`config.mk`:
```
export PLATFORM = sky130hd
export DESIGN_NAME = mux_out_fifo
export DESIGN_NICKNAME = d
export VERILOG_FILES = /design/src/rtl/mux_pkg.sv /design/src/rtl/fifo_mem.sv /design/src/rtl/mux_out_fifo.sv
export SDC_FILE = /design/constraint.sdc
export NUM_CORES = 1
export LEC_CHECK = 0
export ABC_AREA = 1
export BUFFER_PORTS_ARGS = -buffer_cell sky130_fd_sc_hd__buf_4
export CAP_MARGIN = 5
export CORE_MARGIN = 2
export CORE_UTILIZATION = 44
export CTS_BUF_LIST = sky130_fd_sc_hd__clkbuf_2
export DETAILED_ROUTE_END_ITERATION = 12
export SLEW_MARGIN = 20
export SYNTH_ARGS = -nofsm -noshare
export SYNTH_HDL_FRONTEND = slang
export SYNTH_SLANG_ARGS = --single-unit
export TNS_END_PERCENT = 1
```
`constraint.sdc`:
```
create_clock -name clk -period 3.71 [get_ports clk]
set_clock_uncertainty 0.05 [all_clocks]
set_input_delay 0.1855 -clock clk [delete_from_list [all_inputs] [get_ports clk]]
set_output_delay 0.1855 -clock clk [all_outputs]
set_load 0.01 [all_outputs]
```
`src/rtl/mux_pkg.sv`:
```
// Shared constants and types for the MUX datapath and its output FIFO.
package mux_pkg;

  localparam int DATA_W     = 8;
  localparam int FIFO_DEPTH = 4;

  typedef logic [DATA_W-1:0] data_t;

endpackage : mux_pkg

```
`src/rtl/fifo_mem.sv`:
```
// DEPTH x WIDTH register array: one synchronous write port, one asynchronous read port, no reset.
module fifo_mem
  import mux_pkg::*;
#(
  parameter int WIDTH = DATA_W,
  parameter int DEPTH = FIFO_DEPTH,
  parameter int AW    = $clog2(DEPTH)
) (
  input  logic             clk,
  input  logic             we,
  input  logic [AW-1:0]    waddr,
  input  logic [WIDTH-1:0] wdata,
  input  logic [AW-1:0]    raddr,
  output logic [WIDTH-1:0] rdata
);

  logic [WIDTH-1:0] mem [DEPTH];

  always_ff @(posedge clk) begin
    if (we) begin
      mem[waddr] <= wdata;
    end
  end

  assign rdata = mem[raddr];

endmodule : fifo_mem

```
`src/rtl/mux_out_fifo.sv`:
```
// First-word-fall-through FIFO buffering the MUX X output for the next consumer.
// Optional sticky overflow flag when MUX_FIFO_OVF_EN is defined.
module mux_out_fifo
  import mux_pkg::*;
#(
  parameter  int WIDTH = DATA_W,
  parameter  int DEPTH = FIFO_DEPTH,
  localparam int AW    = $clog2(DEPTH)
) (
  input  logic             clk,
  input  logic             rst,
  input  logic [WIDTH-1:0] din,
  input  logic             wr_en,
  input  logic             rd_en,
  output logic [WIDTH-1:0] dout,
  output logic             empty,
  output logic             full,
  output logic [AW:0]      count
`ifdef MUX_FIFO_OVF_EN
  ,
  output logic             overflow
`endif
);

  // Handshake: a push is accepted when wr_en && !full, a pop when rd_en && !empty;
  // refused requests are dropped silently, nothing is held over to a later cycle.
  logic [AW-1:0]    wr_ptr;
  logic [AW-1:0]    rd_ptr;
  logic [WIDTH-1:0] head;
  logic             push_ok;
  logic             pop_ok;

  assign empty   = (count == '0);
  assign full    = (count == (AW+1)'(DEPTH));
  assign push_ok = wr_en && !full;
  assign pop_ok  = rd_en && !empty;

  fifo_mem #(
    .WIDTH (WIDTH),
    .DEPTH (DEPTH),
    .AW    (AW)
  ) u_mem (
    .clk   (clk),
    .we    (push_ok),
    .waddr (wr_ptr),
    .wdata (din),
    .raddr (rd_ptr),
    .rdata (head)
  );

  // Masking with empty keeps never-written storage off dout.
  assign dout = empty ? '0 : head;

  always_ff @(posedge clk) begin
    if (rst) begin
      wr_ptr <= '0;
      rd_ptr <= '0;
      count  <= '0;
    end else begin
      if (push_ok) begin
        wr_ptr <= wr_ptr + AW'(1);
      end
      if (pop_ok) begin
        rd_ptr <= rd_ptr + AW'(1);
      end
      if (push_ok && !pop_ok) begin
        count <= count + (AW+1)'(1);
      end else if (pop_ok && !push_ok) begin
        count <= count - (AW+1)'(1);
      end
    end
  end

`ifdef MUX_FIFO_OVF_EN
  // A push against a full FIFO that is draining the same cycle is a refusal, not an error.
  always_ff @(posedge clk) begin
    if (rst) begin
      overflow <= 1'b0;
    end else if (wr_en && full && !rd_en) begin
      overflow <= 1'b1;
    end
  end
`endif

endmodule : mux_out_fifo

```
==> reports/metrics.yaml <==
finish:
  syn_to_final_growth_pct: 21.50
  layout_commonest_cell: "nand2_1"
  final_cell_count_no_fill: 260
  nets: 227
  final_cell_mix: "nand2_1, edfxtp_1, nor2_1, buf_4, inv_1"
  fill_cells: 343
  drive_gt1_share_pct: 18.10
  antenna_cells: 0
hold_path:
  hp-start: "rst"
  min_to: "count[2]$_SDFFE_PP0P_"
  hold_depth: 4
  hp-class: "input pin to flop"
floorplanning:
  die_h_um: 67.73
  die-area_sq_mm: 0.004587
  ios: 25
  fp-row-count: 23
  core_sq_mm: 0.003943
  die_w_um: 67.73
  initial_core_util_pct: 45.32
place:
  dp.final_hpwl_um: 2090
  dp_cells: 242
  gp_congestion: 0.6575
  port_buffers: 24
clock_network:
  cts_buffer_depth: 2
  cts-root-buf: "clkbuf_2"
  clock_sinks: 41
  clock_latency_ns: 0.40
  cts_tree: "built"
  cts_buffers: 5
  htreeDepth: 2
  clk_pin_slew_ns: 0.20
setup_path:
  r2r_slack_ns: 1.67
  rr_worst_depth: 12
  timing.rr.start: "count[0]$_SDFFE_PP0P_"
  cp-start-kind: "flop"
  cp_max_fo: 17
  r2r-end: "count[2]$_SDFFE_PP0P_"
  required_ns: 3.47
  worstSetupEndpointType: "output port"
  path_class: "flop to output port"
  cp_data_arrival_time_ns: 1.91
routing:
  dr_total_vias: 1242
  postRouteAntennaNets: 0
  drtIter0Drc: 39
  avgRoutedWirePerCell_um: 12.30
  routed_wl_um: 3199
  vias_per_cell: 4.777
  route.detailed.drc: 0
  first_pass_iters: 4
grt:
  grt_max_degree: 18
  antenna_found_initial: 0
  grt_pass1_vias: 1205
  grt_use_total_pct: 16.46
  gr-total-overflow: 0
  grt_pass1_wl_um: 5216
yosys:
  ys_seq_area_share_pct: 63.87
  synth_nets: 190
  syn_avg_cell_area_sq_um: 10.39
  ys_ff_latch: 41
  synth_area_sq_mm: 0.001787
  ys_types: 19
  synthesis.instances: 172
  yosys_warnings: 0
sta:
  period_minus_slack_ns: 2.143
  rsz0062_at_grt: "false"
  fmax_mhz: 466.7
  slew_violations: 0
  final.period_utilization_pct: 57.75
  finalSetupTns_ns: 0
  hold_viol: 0
  setup_violations: 0
  max_slew_margin_pct: 46.99
  tightest_slew_ns: 0.7923
pwr:
  power.internal_w: 0.0009655
  power.switching_w: 0.0005123
  swShare_pct: 34.66
  p_comb_share_pct: 36.1
  seq_power_share_pct: 41.9
  worst_ir_drop_vdd_v: 0.0003948
  clockPowerShare_pct: 21.9
  leakage_nw: 0.9298
  p_per_area_mw_per_mm2: 680.7
run:
  drv_cap: 0
outcome:
  status: "finished, final reports clean"
[timing repair]
action                                 in CTS  in global routing
hold buffers                               10                  0
setup buffers                               0                  0
gates resized for setup                     0                  0
endpoints found under the hold margin      36                  0
[cells in the mapped netlist (all sizes together)]
cell	n	share of area [%]
nand3b	1	0.42
nand4	1	0.35
nand3	5	1.4
fa	1	1.1
inv	20	4.6
nor2	26	5.7
nand2	44	9.5
buf	4	2.7
o21ai	10	2.8
ha	5	3.5
a21oi	14	3.9
dfxtp	9	10
edfxtp	32	54
[sequential cells by signal, summed over array words and instances, names as in the netlist, named ones only]
name / cells
u_mem.mem: 32
wr_ptr: 2
rd_ptr: 2
count: 3
[worst max-delay path by stage]
stage	to	slack (ns)	startpoint	cells past startpoint
global placement	count[2]$_SDFFE_PP0P_	1.82	count[1]$_SDFFE_PP0P_	13
global route	dout[6]	1.33	flop	5
floorplan	count[2]$_SDFFE_PP0P_	1.86	count[0]$_SDFFE_PP0P_	13
detailed placement	count[2]$_SDFFE_PP0P_	1.72	count[1]$_SDFFE_PP0P_	13
CTS	dout[6]	1.53	flop	5
finish	dout[6]	1.57	flop	5
[cell type report]
cell class / count / area (sq um) / area share (%)
Clock buffer: 5 / 25.02 / 1.153
Clock inverter: 3 / 65.06 / 2.997
Inverter: 20 / 82.58 / 3.804
Multi-Input combinational cell: 107 / 514.2 / 23.69
Sequential cell: 41 / 1141 / 52.56
Tap cell: 50 / 62.56 / 2.882
Timing Repair Buffer: 34 / 280.3 / 12.91
[through the flow]
step           hold slack (ns)  area, sq um  utilization, %  power [W]  worst slack (ns)
2_1_floorplan           0.2344         1787               -  0.0009606             1.856
3_3_place_gp            0.3368         1981           50.24   0.001139             1.824
3_5_place_dp            0.3385         1981           50.24   0.001160             1.725
4_1_cts               0.008277         2171           55.06   0.001494             1.531
5_1_grt               0.006287         2171           55.06   0.001581             1.329
6_report               0.02916         2171           55.06   0.001478             1.567
[routing by layer]
| metal | vias up | track usage, % | wire length (um) |
|---|---|---|---|
| li1 | 635 | - | - |
| met1 | 580 | 18.39 | 1374 |
| met2 | 21 | 27.82 | 1630 |
| met3 | 6 | 6.000 | 140 |
| met4 | 0 | 7.653 | 53 |
| met5 | - | 0 | 0 |
[power by group through the flow]
stage	Sequential, W	Combinational (W)	Clock [W]
after CTS	0.000621	0.000541	0.000332
after detailed placement	0.000632	0.000528	0
final	0.000620	0.000534	0.000324
after global placement	0.000629	0.000511	0
after floorplan	0.000611	0.000349	0
after global routing	0.000631	0.000598	0.000352
[logic make-up after synthesis]
group	after synthesis	share of synthesized area (%)
AOI/OAI and AO/OA	24	6.723
adders and majority gates	6	4.622
buffers and inverters	24	7.352
DFF	41	63.87
and+or+nand+nor	77	17.44
[critical path, cell delays in order (launching register included)]
cell     delay [ns]
dfxtp_1        0.87
nor2_1         0.12
nor2_1         0.11
o21ai_0        0.09
a21oi_1        0.18
buf_4          0.15
Power figures use the tool's default switching activity.
